**src/rtl/sdio_pkg.sv**
```systemverilog
// Shared types, constants and the CRC7 step function for the SDIO command path.
// The command transmitter uses this package too.
package sdio_pkg;

    localparam int RSP_LEN = 48;
    localparam int CRC_LEN = 7;
    localparam logic [CRC_LEN-1:0] CRC7_POLY = 7'h09;

    // Frame bits 47..8 are protected by the CRC7.
    localparam int CRC_SPAN = RSP_LEN - 8;

    typedef enum logic [1:0] {
        IDLE,
        WAIT_START,
        SHIFT,
        CHECK
    } rsp_state_t;

    // One serial step of x^7 + x^3 + 1, MSB-first.
    function automatic logic [CRC_LEN-1:0] crc7_next(input logic [CRC_LEN-1:0] crc,
                                                     input logic din);
        logic fb;
        fb = din ^ crc[CRC_LEN-1];
        return {crc[CRC_LEN-2:0], 1'b0} ^ (fb ? CRC7_POLY : '0);
    endfunction

endpackage

```
**src/rtl/sdio_rsp_receiver_if.sv**
```systemverilog
// Handshake and result bundle between the CMD-line sampler/AXI slave and the
// response receiver.
interface sdio_rsp_receiver_if;
    import sdio_pkg::*;

    logic               bit_stb;
    logic               sd_cmd_in;
    logic               rsp_start;
    logic               crc_check_en;
    logic               busy;
    logic               rsp_done;
    logic [RSP_LEN-1:0] cmd_reg;
    logic               cmd_valid;
    logic               crc_error;
    logic               timeout_error;

    modport master (
        output bit_stb,
        output sd_cmd_in,
        output rsp_start,
        output crc_check_en,
        input  busy,
        input  rsp_done,
        input  cmd_reg,
        input  cmd_valid,
        input  crc_error,
        input  timeout_error
    );

    modport slave (
        input  bit_stb,
        input  sd_cmd_in,
        input  rsp_start,
        input  crc_check_en,
        output busy,
        output rsp_done,
        output cmd_reg,
        output cmd_valid,
        output crc_error,
        output timeout_error
    );

endinterface

```
**src/rtl/sdio_crc7_serial.sv**
```systemverilog
// Bit-serial CRC7 accumulator; clear wins over enable.
module sdio_crc7_serial
    import sdio_pkg::*;
(
    input  logic               clk,
    input  logic               srst,
    input  logic               clear,
    input  logic               enable,
    input  logic               data_in,
    output logic [CRC_LEN-1:0] crc_out
);

    logic [CRC_LEN-1:0] crc_reg;

    always_ff @(posedge clk) begin
        if (srst) begin
            crc_reg <= '0;
        end else if (clear) begin
            crc_reg <= '0;
        end else if (enable) begin
            crc_reg <= crc7_next(crc_reg, data_in);
        end
    end

    assign crc_out = crc_reg;

endmodule

```
**src/rtl/sdio_rsp_receiver.sv**
```systemverilog
// Deserialises a 48-bit SD response from the sampled CMD line, checks framing
// and CRC7, and enforces the NCR start-bit timeout.
module sdio_rsp_receiver
    import sdio_pkg::*;
#(
    parameter int TIMEOUT_BITS = 64,
    parameter int CNT_W        = 7
) (
    input  logic          axi_clk,
    input  logic          axi_reset,
    sdio_rsp_receiver_if.slave rsp
);

    localparam int BIT_W = $clog2(RSP_LEN + 1);

    rsp_state_t         state_reg;
    logic [CNT_W-1:0]   cnt_reg;
    logic [BIT_W-1:0]   bit_cnt_reg;
    logic [RSP_LEN-1:0] shift_reg_reg;
    logic               check_en_reg;
    logic               busy_reg;
    logic               rsp_done_reg;
    logic [RSP_LEN-1:0] cmd_reg_reg;
    logic               cmd_valid_reg;
    logic               crc_error_reg;
    logic               timeout_error_reg;

    logic               crc_clear;
    logic               crc_en;
    logic [CRC_LEN-1:0] crc_value;
    logic               frame_error;
    logic               start_accept;

    // A start arriving alongside rsp_done belongs to the finished response.
    assign start_accept = (state_reg == IDLE) && rsp.rsp_start && !rsp_done_reg;
    assign crc_clear    = start_accept;
    assign crc_en       = rsp.bit_stb &&
                          (((state_reg == WAIT_START) && !rsp.sd_cmd_in) ||
                           ((state_reg == SHIFT) && (bit_cnt_reg < BIT_W'(CRC_SPAN))));

    sdio_crc7_serial u_crc (
        .clk     (axi_clk),
        .srst    (axi_reset),
        .clear   (crc_clear),
        .enable  (crc_en),
        .data_in (rsp.sd_cmd_in),
        .crc_out (crc_value)
    );

    always_comb begin
        frame_error = shift_reg_reg[RSP_LEN-2] || !shift_reg_reg[0] ||
                      (check_en_reg && (shift_reg_reg[CRC_LEN:1] != crc_value));
    end

    always_ff @(posedge axi_clk) begin
        if (axi_reset) begin
            state_reg         <= IDLE;
            cnt_reg           <= '0;
            bit_cnt_reg       <= '0;
            shift_reg_reg     <= '0;
            check_en_reg      <= 1'b0;
            busy_reg          <= 1'b0;
            rsp_done_reg      <= 1'b0;
            cmd_reg_reg       <= '0;
            cmd_valid_reg     <= 1'b0;
            crc_error_reg     <= 1'b0;
            timeout_error_reg <= 1'b0;
        end else begin
            rsp_done_reg  <= 1'b0;
            cmd_valid_reg <= 1'b0;
            case (state_reg)
                IDLE: begin
                    if (start_accept) begin
                        state_reg         <= WAIT_START;
                        crc_error_reg     <= 1'b0;
                        timeout_error_reg <= 1'b0;
                        check_en_reg      <= rsp.crc_check_en;
                        cnt_reg           <= '0;
                        bit_cnt_reg       <= '0;
                        shift_reg_reg     <= '0;
                        busy_reg          <= 1'b1;
                    end
                end
                WAIT_START: begin
                    if (rsp.bit_stb) begin
                        if (!rsp.sd_cmd_in) begin
                            shift_reg_reg <= {shift_reg_reg[RSP_LEN-2:0], 1'b0};
                            bit_cnt_reg   <= BIT_W'(1);
                            state_reg     <= SHIFT;
                        end else begin
                            cnt_reg <= cnt_reg + CNT_W'(1);
                            // This strobe brings the count to TIMEOUT_BITS.
                            if (cnt_reg == CNT_W'(TIMEOUT_BITS - 1)) begin
                                timeout_error_reg <= 1'b1;
                                rsp_done_reg      <= 1'b1;
                                busy_reg          <= 1'b0;
                                state_reg         <= IDLE;
                            end
                        end
                    end
                end
                SHIFT: begin
                    if (rsp.bit_stb) begin
                        shift_reg_reg <= {shift_reg_reg[RSP_LEN-2:0], rsp.sd_cmd_in};
                        bit_cnt_reg   <= bit_cnt_reg + BIT_W'(1);
                        if (bit_cnt_reg == BIT_W'(RSP_LEN - 1)) begin
                            state_reg <= CHECK;
                        end
                    end
                end
                CHECK: begin
                    cmd_reg_reg   <= shift_reg_reg;
                    cmd_valid_reg <= 1'b1;
                    rsp_done_reg  <= 1'b1;
                    crc_error_reg <= frame_error;
                    busy_reg      <= 1'b0;
                    state_reg     <= IDLE;
                end
                default: begin
                    state_reg <= IDLE;
                end
            endcase
        end
    end

    assign rsp.busy          = busy_reg;
    assign rsp.rsp_done      = rsp_done_reg;
    assign rsp.cmd_reg       = cmd_reg_reg;
    assign rsp.cmd_valid     = cmd_valid_reg;
    assign rsp.crc_error     = crc_error_reg;
    assign rsp.timeout_error = timeout_error_reg;

endmodule

```
**src/flat_wrapper.sv**
```systemverilog
// flat-port wrapper written by rule: the top's interface ports become plain ports
module sdio_rsp_receiver_flat import sdio_pkg::*;
#(
    parameter int TIMEOUT_BITS = 64,
    parameter int CNT_W        = 7
)
  (axi_clk, axi_reset, rsp_bit_stb, rsp_sd_cmd_in, rsp_rsp_start, rsp_crc_check_en, rsp_busy, rsp_rsp_done, rsp_cmd_reg, rsp_cmd_valid, rsp_crc_error, rsp_timeout_error);
  sdio_rsp_receiver_if rsp_i ();
  input  logic axi_clk;
  input  logic axi_reset;
  input wire logic [$bits(rsp_i.bit_stb)-1:0] rsp_bit_stb;
  input wire logic [$bits(rsp_i.sd_cmd_in)-1:0] rsp_sd_cmd_in;
  input wire logic [$bits(rsp_i.rsp_start)-1:0] rsp_rsp_start;
  input wire logic [$bits(rsp_i.crc_check_en)-1:0] rsp_crc_check_en;
  output wire logic [$bits(rsp_i.busy)-1:0] rsp_busy;
  output wire logic [$bits(rsp_i.rsp_done)-1:0] rsp_rsp_done;
  output wire logic [$bits(rsp_i.cmd_reg)-1:0] rsp_cmd_reg;
  output wire logic [$bits(rsp_i.cmd_valid)-1:0] rsp_cmd_valid;
  output wire logic [$bits(rsp_i.crc_error)-1:0] rsp_crc_error;
  output wire logic [$bits(rsp_i.timeout_error)-1:0] rsp_timeout_error;
  assign rsp_i.bit_stb = rsp_bit_stb;
  assign rsp_i.sd_cmd_in = rsp_sd_cmd_in;
  assign rsp_i.rsp_start = rsp_rsp_start;
  assign rsp_i.crc_check_en = rsp_crc_check_en;
  assign rsp_busy = rsp_i.busy;
  assign rsp_rsp_done = rsp_i.rsp_done;
  assign rsp_cmd_reg = rsp_i.cmd_reg;
  assign rsp_cmd_valid = rsp_i.cmd_valid;
  assign rsp_crc_error = rsp_i.crc_error;
  assign rsp_timeout_error = rsp_i.timeout_error;
  sdio_rsp_receiver #(.TIMEOUT_BITS(TIMEOUT_BITS), .CNT_W(CNT_W)) u_core (.axi_clk(axi_clk), .axi_reset(axi_reset), .rsp(rsp_i));
endmodule
```
**config.mk**
```make
export PLATFORM = sky130hd
export DESIGN_NAME = sdio_rsp_receiver_flat
export DESIGN_NICKNAME = d
export VERILOG_FILES = /design/src/rtl/sdio_pkg.sv /design/src/rtl/sdio_rsp_receiver_if.sv /design/src/rtl/sdio_crc7_serial.sv /design/src/rtl/sdio_rsp_receiver.sv /design/src/flat_wrapper.sv
export SDC_FILE = /design/constraint.sdc
export NUM_CORES = 1
export LEC_CHECK = 0
export ABC_CLOCK_PERIOD_IN_PS = 2500
export BUFFER_PORTS_ARGS = -buffer_cell sky130_fd_sc_hd__buf_2
export CAP_MARGIN = 20
export CORE_ASPECT_RATIO = 0.5
export CORE_UTILIZATION = 53
export CTS_CLUSTER_DIAMETER = 80
export DETAILED_ROUTE_END_ITERATION = 6
export GPL_TIMING_DRIVEN = 0
export PLACE_DENSITY = 0.74
export SETUP_SLACK_MARGIN = 0.02
export SLEW_MARGIN = 20
export SYNTH_ARGS = -nofsm -noshare
export SYNTH_HDL_FRONTEND = slang
export SYNTH_SLANG_ARGS = --single-unit
```
**constraint.sdc**
```tcl
create_clock -name axi_clk -period 2.5 [get_ports axi_clk]
set_clock_uncertainty 0.1 [all_clocks]
set_input_delay 0.125 -clock axi_clk [delete_from_list [all_inputs] [get_ports axi_clk]]
set_output_delay 0.125 -clock axi_clk [all_outputs]
set_load 0.05 [all_outputs]
```
# --- Word-level counts from Yosys, hierarchy flattened ---
# Index checks and enable logic that the tools add are counted.
word_totals:
  elab_cells: 94
  regBits: 124
  input_bits: 6
classes:
  magnitude_cmp: 1
  n_mux: 38
  bitwise_logic: 2
  n_eq_ne: 14
  addsub: 2
  reduce_logical: 25
ops:
  columns: ["cell", "n"]
  rows:
  - ["48-bit 2-to-1 mux", 4]
  - ["48-bit case mux with 3 select lines", 1]
  - ["6-bit 2-to-1 mux", 4]
  - ["7-bit 2-to-1 mux", 3]
  - ["5-bit AND reduction", 4]
  - ["6-bit case mux with 3 select lines", 1]
  - ["7-bit case mux with 2 select lines", 1]
  - ["1-bit 2-to-1 mux", 12]
  - ["2-bit 2-to-1 mux", 6]
  - ["2-bit != test (second input constant)", 6]
  - ["2-bit case mux with 4 select lines", 1]
  - ["7-bit by 1-bit adder with 7-bit output (second input constant)", 1]
  - ["7-bit by 6-bit == test with 1-bit output (second input constant)", 1]
  - ["7-bit != test", 1]
  - ["7-bit by 4-bit bitwise XOR with 7-bit output", 1]
  - ["6-bit by 1-bit adder with 6-bit output (second input constant)", 1]
  - ["6-bit == test (second input constant)", 1]
  - ["1-bit logical AND", 6]
  - ["6-bit less-than comparator (second input constant)", 1]
  - ["1-bit case mux with 2 select lines", 3]
  - ["3-bit nonzero test", 2]
  - ["2-bit == test (second input constant)", 2]
  - ["4-bit 2-to-1 mux", 1]
  - ["2-bit AND reduction", 2]
  - ["11 further kinds", 16]

# --- Longest topological paths before layout ---
# Gate-level depths: netlist of the first run.
logic_depth:
  word_depth: 5
  ltp_mapped: 9
  depth_no_buf: 6

# --- Hierarchy ---
# Synthesis of the first run repeated with hierarchy kept, for this count alone.
unflattened:
  cells_unflattened: 551
  area_unflattened_um2: 4981.0
by_module_without_submodules:
  columns: ["mod", "area_per_inst_um2", "n_inst", "cells_per_inst"]
  rows:
  - ["sdio_rsp_receiver", 4704.5, 1, 523]
  - ["sdio_crc7_serial", 276.5, 1, 28]

# --- Worst setup path after synthesis of the first run ---
# OpenSTA, ideal clock, no wires.
synth_timing:
  path_kind: "register to register"
  start: "reg u_core.state_reg[0]"
  end: "reg u_core.bit_cnt_reg[5]"
  required_ns: 2.330
  t_arrival_ns: 1.991
  path_stages_with_launch: 8
  period_less_slack_ns: 2.161
  slack_ns: 0.339
  path_cell_list: "dfxtp_1 > inv_1 > ha_1 > buf_6 > o21ba_4 > a2111o_1 > or4_1 > a21oi_1"
synth_between:
  elab_chain_len: 5
  elab_cells_between_ends: 12
  cone_classes: "eq/ne: 6; mux: 1; reduce/logical: 5"
synth_lines:
  columns: ["item", "line", "source"]
  rows:
  - ["start, declared", "sdio_rsp_receiver.sv:16", "rsp_state_t state_reg;"]
  - ["start signal, assigned", "sdio_rsp_receiver.sv:57", "state_reg <= IDLE;"]
  - ["start signal, assigned", "sdio_rsp_receiver.sv:74", "state_reg <= WAIT_START;"]
  - ["start signal, assigned", "sdio_rsp_receiver.sv:89", "state_reg <= SHIFT;"]
  - ["2-bit logical NOT", "sdio_rsp_receiver.sv:35, sdio_rsp_receiver.sv:71", null]
  - ["1-bit logical AND (2 in a row)", "sdio_rsp_receiver.sv:35", "assign start_accept = (state_reg == IDLE) && rsp.rsp_start && !rsp_done_reg;"]
  - ["2-bit by 1-bit != test with 1-bit output (no line)", null, null]
  - ["5-bit AND reduction (no line)", null, null]
  - ["end signal, assigned", "sdio_rsp_receiver.sv:105", "bit_cnt_reg <= bit_cnt_reg + BIT_W'(1);"]
  - ["end, declared", "sdio_rsp_receiver.sv:18", "logic [BIT_W-1:0] bit_cnt_reg;"]
# Several ways; a longest one is shown, not always the timed one.
# A chain may end at the register's enable or synchronous reset.

# --- Worst setup path in the final report of the first run ---
layout_timing:
  start: "reg u_core.state_reg[0]"
  end: "reg u_core.cmd_reg_reg[1], in the netlist u_core.rsp.cmd_reg[1]"
layout_between:
  elab_chain_len: 1
layout_lines:
  columns: ["item", "line", "source"]
  rows:
  - ["2-bit == test", "sdio_rsp_receiver.sv:71", "case (state_reg)"]
  - ["end signal, assigned", "sdio_rsp_receiver.sv:112", "cmd_reg_reg <= shift_reg_reg;"]
  - ["end, declared", "sdio_rsp_receiver.sv:23", "logic [RSP_LEN-1:0] cmd_reg_reg;"]
# No other way between the ends.

==> results of run 1 <==
-- area by class of cell --
| type | instances | area [µm²] | area share [%] |
|---|---|---|---|
| clock inverters | 14 | 143.9 | 2.378 |
| repair buffers | 59 | 302.8 | 5.004 |
| inverters | 9 | 33.78 | 0.5583 |
| flip-flops and latches | 124 | 2482 | 41.03 |
| well taps | 117 | 146.4 | 2.419 |
| multi-input cells | 387 | 2316 | 38.28 |
| clock buffers | 18 | 439.2 | 7.258 |
| plain buffers | 42 | 186.4 | 3.081 |
-- cell usage in the layout (no fill, tap or decap), drive strengths merged, types with 4 or more instances in the layout --
cell     instances
a2111oi          4
inv             11
ha               7
dfxtp          124
clkinv           8
clkbuf          45
xnor2            7
nor3             6
nor2            55
or3              5
a21oi           67
buf             73
nand2           63
o21ai           12
mux2i           50
nand3           59
nor2b            4
nand2b           8
-- worst paths after layout --
kind / startpoint / end / slack [ps]
setup reg to reg: u_core.state_reg[0]$_SDFFE_PP0P_ / u_core.rsp.cmd_reg[1]$_SDFFE_PP0P_ / 150
hold reg to reg: u_core.check_en_reg$_SDFFE_PP0P_ / u_core.check_en_reg$_SDFFE_PP0P_ / 370
hold / removal: rsp_rsp_start / u_core.check_en_reg$_SDFFE_PP0P_ / 110
setup / recovery: u_core.state_reg[0]$_SDFFE_PP0P_ / u_core.rsp.cmd_reg[1]$_SDFFE_PP0P_ / 150
-- through the flow --
stage	total power (W)	utilization (%)	setup TNS, ps	area (µm²)
2_1_floorplan	0.002467	-	0	5004
3_3_place_gp	0.002607	60.94	0	5435
3_5_place_dp	0.002611	60.94	-0.6113	5435
4_1_cts	0.005003	67.61	0	6030
5_1_grt	0.005187	67.85	0	6051
6_report	0.004999	67.85	0	6051
-- what timing repair did --
action,CTS,global route
hold endpoints to repair,1,0
hold buffers,1,0
endpoints found under the setup margin,3,50
buffers inserted,0,1
pin swaps,0,1
resized for setup,1,15
-- synthesized netlist by cell type, types with 2 or more instances --
cell	n	area, µm²
a2111o_1	3	33.78
a2111oi_0	2	17.52
a211oi_1	2	15.01
a21boi_1	2	15.01
a21oi_1	67	335.3
a311oi_1	2	17.52
a31oi_1	3	18.77
and3_1	2	12.51
buf_1	7	26.28
buf_2	6	30.03
clkbuf_1	27	101.4
dfxtp_1	124	2482
ha_1	7	87.58
inv_1	9	33.78
mux2i_1	50	500.5
nand2_1	63	236.5
nand2b_1	8	50.05
nand3_1	59	295.3
nand4_1	3	18.77
nor2_1	55	206.5
nor2b_1	4	25.02
nor3_1	6	30.03
o211ai_1	3	22.52
o21ai_0	12	60.06
o32ai_1	2	17.52
or3_1	5	31.28
xnor2_1	7	61.31
xor2_1	3	26.28
-- critical path: stages, from the launching register on --
cell,delay [ps]
dfxtp_1,390
ha_1,160
clkbuf_1,480
buf_1,700
mux2i_1,310
nor2_1,70
-- where the power goes --
group	total, W	internal, W	switching (W)
Clock	0.00239	0.00149	0.000903
Sequential	0.00201	0.00200	0.0000172
Combinational	0.000593	0.000165	0.000428
Total	0.00500	0.00365	0.00135
-- per-layer routing --
| layer | up-vias | global-route usage (%) |
|---|---|---|
| met4 | 0 | 9.877 |
| met3 | 16 | 7.177 |
| met1 | 2031 | 33.38 |
| met5 | - | 0 |
| met2 | 132 | 37.07 |
| li1 | 2104 | - |
-- logic make-up after synthesis --
family	count (synthesis)	synth area share, %
multiplexers	50	10.00
AO/OA/AOI/OAI	109	13.58
AND/OR/NAND/NOR	211	19.11
adder cells (fa/ha/maj)	7	1.750
buffers and inverters	51	4.201
XOR/XNOR	10	1.751
flip-flops	124	49.61
==> impl_metrics.yaml, run 1 <==
status:
  status: "finished clean"
timing:
  setup_viol: 0
  min_period_ps: 2353
  whs_ps: 114.2
  max-slew-margin-rel_pct: 43.73
  hold_viol: 0
  fmax_mhz: 425.0
  layout_setup_ws_ps: 147.0
  slew_violations: 0
  grt_setup_unrepaired: "false"
  worst_slew_pin_slew_ps: 844.1
  timing.final.crit_share_pct: 94.12
worst_setup_path:
  required_ps: 2670
  startpoint_type: "register"
  worstSetupPathType: "register to register"
  crit_arrival_ps: 2530
  cp_max_fo: 10
  r2r_cells: 5
  end_kind: "register"
synth:
  synth_enable_flop_cells: 0
  synth_seq_cells: 124
  ys.warnings.count: 0
  synth.distinct_cells: 47
  synth.avg_cell_area_um2: 8.903
  yosysSeqAreaShare_pct: 49.61
  syn_inst: 562
  syn_nets: 575
  synth.cell_area_um2: 5004
  ys.flop_type: "dfxtp_1"
  synthArstFlopShare_pct: 0
die:
  rows: 24
  core_um2: 8919
  die_w_um: 139.4
  die-area_um2: 9857
  start_util_pct: 56.10
  die_y_um: 70.71
  num_io_pins: 59
worst_hold_path:
  hold_depth: 4
  hold_path.class: "input pin to register"
cts:
  clk_latency_ps: 410
  clockBufferDepth: 2
  htreeDepth: 4
  cts-root-buf: "clkbuf_16"
  cts.sinks: 124
  cts_tree: "built"
  clk_pin_slew_ps: 50
  cts_buffers: 17
cells_and_area:
  fill_cells: 702
  drive_gt1_share_pct: 17.15
  syn_to_final_growth_pct: 20.93
  antenna_cells: 0
  fin_cells: 770
  nNetsFinal: 653
routing:
  drtPass1Iterations: 6
  wl_met2_um: 4876
  drc_errors: 0
  avgViaCountPerCell: 5.562
  routed.top_layer: "met4"
  ant_nets: 0
  wl_met1_um: 5599
  wire_per_inst_um: 14.69
  drt-total-wl_um: 11310
  drt_iter0_drc: 282
  met3_length_um: 651
  num_vias: 4283
grt:
  grt_pass1_vias: 3882
  grt_first_pass_wirelength_um: 18960
  track_usage_pct: 24.61
  overflow: 0
  antenna_found_initial: 0
  grt_max_degree: 17
pwr:
  power.density_nw_per_um2: 826.2
  ir_drop_mv: 0.5509
  leakagePower_nw: 2.251
place:
  dp_hpwl_um: 7575
  place.gp.congestion: 0.8217
  place_inst: 736
  portBuffers: 57
  place_ws_ps: -0.6113
job:
  cap_violations: 0
No activity file was read; power rests on OpenSTA's default activity.
==> run 2, diff against run 1 <==
- CORE_ASPECT_RATIO: 0.5 -> 1.25
- CTS_BUF_LIST: unset -> sky130_fd_sc_hd__clkbuf_4 sky130_fd_sc_hd__clkbuf_8
==> run 2 against run 1 <==
Effect of this change:
- final area decreased by 3.3%
- sequential power about the same
- setup slack got worse by 29 ps
- count of clock-buffer cells in the layout increased by 8
- non-clock buffer count decreased by 1
- sequential cell count unchanged
- power decreased by 15%
- sequential share of layout area increased by 1.4 points
- combinational power decreased by 2%
- via count decreased by 1.6%
- register-to-register slack got worse by 30 ps
- critical path type unchanged
- largest cell class unchanged
- largest power group is now sequential cells
==> impl_metrics.yaml, run 2 (synthesis gave the netlist of run 1 again) <==
worst_setup_path:
  cpMaxStageDelayCell: "a2111o_1"
  cp_num_buf_inv: 4
  worst-r2r-setup-slack_ps: 120
  worstSetupPathType: "register to register"
  cp-endpoint: "u_core.shift_reg_reg[44]$_SDFFE_PP0P_"
  worstReg2RegEnd: "u_core.shift_reg_reg[44]$_SDFFE_PP0P_"
  startpoint: "u_core.state_reg[0]$_SDFFE_PP0P_"
  end_kind: "register"
  startpoint_type: "register"
  critPathTopFamily: "compound AO/OA/AOI/OAI gates"
  cp.depth: 9
  required_ps: 2700
  worstPathCellList: "inv_1 > ha_1 > buf_6 > o21ba_4 > a2111o_1 > buf_2 > buf_1 > nand2_1 > a21oi_1"
  cp_max_fo: 10
  r2r_cells: 9
  slowest_delay_ps: 440
  reg2reg_from: "u_core.state_reg[0]$_SDFFE_PP0P_"
  crit_arrival_ps: 2580
timing:
  timing.final.crit_share_pct: 95.27
  fmax_mhz: 419.9
  min_period_ps: 2382
  max-slew-margin-rel_pct: 47.81
  grt_setup_unrepaired: "true"
  setup_viol: 0
  tns_ps: 0
  layout_setup_ws_ps: 118.2
  hold_viol: 0
  worst_slew_pin_slew_ps: 782.9
  slew_violations: 0
cells_and_area:
  design_area_um2: 5852
  syn_to_final_growth_pct: 16.95
  fin_cells: 774
  mostFrequentLayoutCells: "124 x dfxtp_1, 67 x a21oi_1, 63 x buf_2, 63 x nand2_1, 59 x nand3_1"
  antenna_cells: 0
  fill_cells: 836
  drive_gt1_share_pct: 16.74
  final_common_cell: "dfxtp_1"
  nNetsFinal: 652
grt:
  use_met2_pct: 38.87
  overflow: 0
  antenna_found_initial: 0
  grtUsageMet1_pct: 29.90
  grt_pass1_vias: 4002
  grt_max_degree: 17
  grt_first_pass_wirelength_um: 18310
  track_usage_pct: 23.91
  met3_usage_pct: 6.428
  gr-max-usage-layer: "met2"
place:
  place.gp.congestion: 0.8299
  post_dp_cell_area_um2: 5443
  portBuffers: 57
  place_ws_ps: 7.325
  place_inst: 742
  dp_hpwl_um: 7733
pwr:
  comb_power_share_pct: 13.6
  p_int_w: 0.003094
  switching_share_pct: 27.52
  power.density_nw_per_um2: 729.4
  switching_power_w: 0.001175
  leakagePower_nw: 2.153
  p_seq_share_pct: 47.1
  p_total_w: 0.004268
  ir_drop_mv: 0.4569
  p_clk_share_pct: 39.3
die:
  num_io_pins: 59
  die-area_um2: 9836
  die_w_um: 88.91
  start_util_pct: 54.54
  core_um2: 9174
  die_y_um: 110.6
  rows: 39
routing:
  wire_per_inst_um: 14.36
  num_vias: 4215
  ant_nets: 0
  drt_iter0_drc: 187
  avgViaCountPerCell: 5.446
  drt-total-wl_um: 11110
  drc_errors: 0
  drtPass1Iterations: 5
cts:
  clk_pin_slew_ps: 70
  htreeDepth: 4
  cts-root-buf: "clkbuf_8"
  clockBufferDepth: 2
  cts.sinks: 124
  cts_tree: "built"
  clk_latency_ps: 430
  cts_buffers: 17
worst_hold_path:
  hold_path.class: "input pin to register"
status:
  status: "finished clean"
job:
  cap_violations: 0
-- run 2: cell types whose count changed in the layout (fill, tap and decap cells not counted), moves of 2 or more --
cell       previous run  this run
clkbuf_8              1        21
clkbuf_16            17         0
clkbuf_4              0         5
clkinv_2              5         1
clkinv_4              3         1
inv_6                 2         0
-- run 2: worst min-delay path by stage --
stage / start / endpoint / slack [ps] / depth (start not counted)
floorplan: rsp_crc_check_en / u_core.check_en_reg$_SDFFE_PP0P_ / 170 / 2
global placement: rsp_crc_check_en / u_core.check_en_reg$_SDFFE_PP0P_ / 290 / 3
detailed placement: rsp_crc_check_en / u_core.check_en_reg$_SDFFE_PP0P_ / 300 / 3
CTS: rsp_rsp_start / u_core.check_en_reg$_SDFFE_PP0P_ / 20 / 4
global route: rsp_rsp_start / u_core.check_en_reg$_SDFFE_PP0P_ / 80 / 4
finish: rsp_rsp_start / u_core.check_en_reg$_SDFFE_PP0P_ / 50 / 4
-- run 2: power by group through the flow --
stage          Sequential [W]  Clock (W)  Combinational, W
5_1_grt               0.00201    0.00179          0.000634
3_5_place_dp          0.00206          0          0.000561
2_1_floorplan         0.00207          0          0.000399
4_1_cts               0.00201    0.00171          0.000565
6_report              0.00201    0.00168          0.000581
3_3_place_gp          0.00205          0          0.000539
-- run 2: stage by stage --
step	util, %	hold WS, ps
after global routing	63.79	77.52
after floorplan	-	172.5
after CTS	63.65	21.80
after global placement	59.33	292.8
final	63.79	53.35
after detailed placement	59.33	301.6
-- run 2: what timing repair did --
item,CTS,global route
resized for setup,1,14
endpoints found under the hold margin,1,0
pin swaps,0,1
endpoints found under the setup margin,6,42
hold buffers,1,0
setup buffers,0,0
-- run 2: cell type report --
type | count | area (µm²) | area share [%]
buffer | 42 | 185.2 | 3.164
clock buffer | 26 | 326.6 | 5.580
clock inverter | 5 | 58.81 | 1.005
inverter | 9 | 33.78 | 0.5773
multi-input combinational | 387 | 2316 | 39.58
sequential | 124 | 2482 | 42.42
tap | 123 | 153.9 | 2.630
timing repair buffer | 58 | 295.3 | 5.046
-- run 2: layer usage --
| layer | part of all wire, % | vias to the layer above |
|---|---|---|
| met3 | 5.0 | 16 |
| met1 | 44 | 1996 |
| met5 | 0 | - |
| met4 | 1.8 | 0 |
| met2 | 49 | 104 |
| li1 | - | 2099 |
-- run 2: worst reg2reg max path, cell delays in order, from the launching register on --
cell,delay [ps]
dfxtp_1,400
inv_1,120
ha_1,220
buf_6,140
o21ba_4,210
a2111o_1,440
buf_2,200
buf_1,240
nand2_1,130
a21oi_1,60
==> run 3, diff against run 2 <==
- CORE_ASPECT_RATIO: 1.25 -> unset
- REMOVE_ABC_BUFFERS: unset -> 1
==> run 3 against run 2 <==
Effect of this change:
- sequential share of layout area is 1.0 points lower
- non-clock buffer count shrank 19
- first-iteration DRC count is 25% higher
- global-route usage down 1.1 points
- final cell count fell by 3.9%
- register-to-register slack worse by 50 ps
- clock power increased by 7%
- sequential cell count unchanged
- critical endpoint is now u_core.bit_cnt_reg[5]$_SDFFE_PP0P_
- count of clock-buffer cells in the layout fell by 7
- core utilization grew 1.6 points
==> impl_metrics.yaml, run 3 (synthesis gave the netlist of run 1 again) <==
grt:
  track_usage_pct: 22.84
  overflow: 0
  gr-max-usage-layer: "met2"
  grt_pass1_vias: 3907
  grt_first_pass_wirelength_um: 18170
  antenna_found_initial: 0
  grt_max_degree: 83
  met3_usage_pct: 6.887
  use_met2_pct: 38.41
  grtUsageMet1_pct: 27.94
place:
  dp_hpwl_um: 6507
  post_dp_cell_area_um2: 5395
  place.gp.congestion: 0.8015
  portBuffers: 58
die:
  start_util_pct: 54.41
  die-area_um2: 9834
  die_w_um: 99.17
  num_io_pins: 59
  die_y_um: 99.17
  core_um2: 9196
  rows: 35
pwr:
  ir_drop_mv: 0.7515
  power.density_nw_per_um2: 753.7
  p_clk_share_pct: 39.8
  switching_power_w: 0.001322
  p_int_w: 0.003210
  comb_power_share_pct: 15.8
  p_seq_share_pct: 44.5
  leakagePower_nw: 2.206
  switching_share_pct: 29.17
job:
  cap_violations: 0
status:
  status: "finished clean"
worst_setup_path:
  r2r_cells: 7
  cp_num_buf_inv: 2
  worstReg2RegEnd: "u_core.bit_cnt_reg[5]$_SDFFE_PP0P_"
  slowest_delay_ps: 510
  end_kind: "register"
  crit_arrival_ps: 2680
  cpMaxStageDelayCell: "a2111o_2"
  startpoint: "u_core.state_reg[0]$_SDFFE_PP0P_"
  worst-r2r-setup-slack_ps: 70
  worstPathCellList: "clkinvlp_4 > ha_4 > o21ba_4 > a2111o_2 > buf_12 > or4_1 > a21oi_1"
  startpoint_type: "register"
  cp_max_fo: 11
  worstSetupPathType: "register to register"
  required_ps: 2750
  critPathTopFamily: "compound AO/OA/AOI/OAI gates"
  reg2reg_from: "u_core.state_reg[0]$_SDFFE_PP0P_"
worst_hold_path:
  hold_path.class: "input pin to register"
  hold_start: "rsp_rsp_start"
  hold_depth: 4
  min_to: "u_core.check_en_reg$_SDFFE_PP0P_"
routing:
  drtPass1Iterations: 5
  ant_nets: 0
  drc_errors: 0
  drt-total-wl_um: 11000
  avgViaCountPerCell: 5.520
  wire_per_inst_um: 14.78
  drt_iter0_drc: 234
  num_vias: 4107
cells_and_area:
  multi_input_area_um2: 2354
  design_area_um2: 6013
  final_common_cell: "dfxtp_1"
  seq_area_um2: 2490
  mostFrequentLayoutCells: "122 x dfxtp_1, 67 x a21oi_1, 63 x nand2_1, 59 x nand3_1, 57 x buf_2"
  antenna_cells: 0
  fill_cells: 785
  drive_gt1_share_pct: 19.43
  nNetsFinal: 633
  syn_to_final_growth_pct: 20.18
cts:
  clockBufferDepth: 2
  cts-root-buf: "clkbuf_8"
  cts_tree: "built"
  cts.sinks: 124
  clk_latency_ps: 420
  clk_pin_slew_ps: 70
  cts_buffers: 17
  htreeDepth: 4
timing:
  timing.final.crit_share_pct: 97.35
  grt_setup_unrepaired: "false"
  hold_viol: 0
  slew_violations: 0
  setup_viol: 0
  max-slew-margin-rel_pct: 45.70
  min_period_ps: 2434
  fmax_mhz: 410.9
  worst_slew_pin_slew_ps: 808.2
  whs_ps: 59.09
[run 3: changes by cell type in the layout (fill, tap and decap cells not counted), sizes merged]
cell / change
clkbuf: -31
dlygate4sd3: +3
bufinv: +1
buf: +2
inv: +5
clkinvlp: +2
[run 3: layout make-up]
cell class / count / share of cell area (%)
sequential: 124 / 41.41
inverter: 9 / 0.6242
clock buffer: 19 / 4.245
clock inverter: 13 / 2.580
tap: 111 / 2.310
timing repair buffer: 81 / 9.696
multi-input combinational: 387 / 39.14
[run 3: worst max-delay path by stage]
stage / cells past startpoint / end
after floorplan: 4 / u_core.bit_cnt_reg[3]$_SDFFE_PP0P_
after global placement: 4 / u_core.bit_cnt_reg[3]$_SDFFE_PP0P_
after detailed placement: 9 / u_core.shift_reg_reg[22]$_SDFFE_PP0P_
after CTS: 6 / u_core.bit_cnt_reg[5]$_SDFFE_PP0P_
after global routing: 7 / u_core.bit_cnt_reg[5]$_SDFFE_PP0P_
final: 7 / u_core.bit_cnt_reg[5]$_SDFFE_PP0P_
[run 3: through the flow]
stage	setup TNS, ps	power, W	util, %	cells	setup slack, ps
2_1_floorplan	-70750	0.002394	-	520	-1165
4_1_cts	0	0.004442	63.85	734	45.42
6_report	0	0.004532	65.39	744	66.13
3_3_place_gp	-169280	0.002540	57.16	689	-2315
5_1_grt	0	0.004708	65.39	744	22.67
3_5_place_dp	-12640	0.002620	58.67	696	-543.1
[run 3: power groups by stage]
stage	clock network [W]	registers, W	logic (W)
2_1_floorplan	0	0.00207	0.000326
3_3_place_gp	0	0.00205	0.000487
3_5_place_dp	0	0.00206	0.000564
4_1_cts	0.00184	0.00201	0.000595
5_1_grt	0.00192	0.00202	0.000775
6_report	0.00180	0.00201	0.000714
[run 3: timing repair]
action,CTS,global route
pin swaps,2,2
setup endpoints to repair,44,19
hold buffers,4,0
buffers inserted,2,8
resized for setup,5,6
endpoints found under the hold margin,22,0
gates cloned,0,2
[run 3: routing by layer]
layer  part of all wire [%]  wire length (µm)  vias to the layer above
met5                      0                 0                        -
met4                   0.90                99                        0
met3                    5.6               612                       12
met2                     49              5402                       95
met1                     44              4882                     1929
li1                       -                 -                     2071
[run 3: tightest hold or removal path, cell delays in order]
cell     delay, ps
buf_2          110
and2b_1        160
nand3_1         80
a21oi_1         50
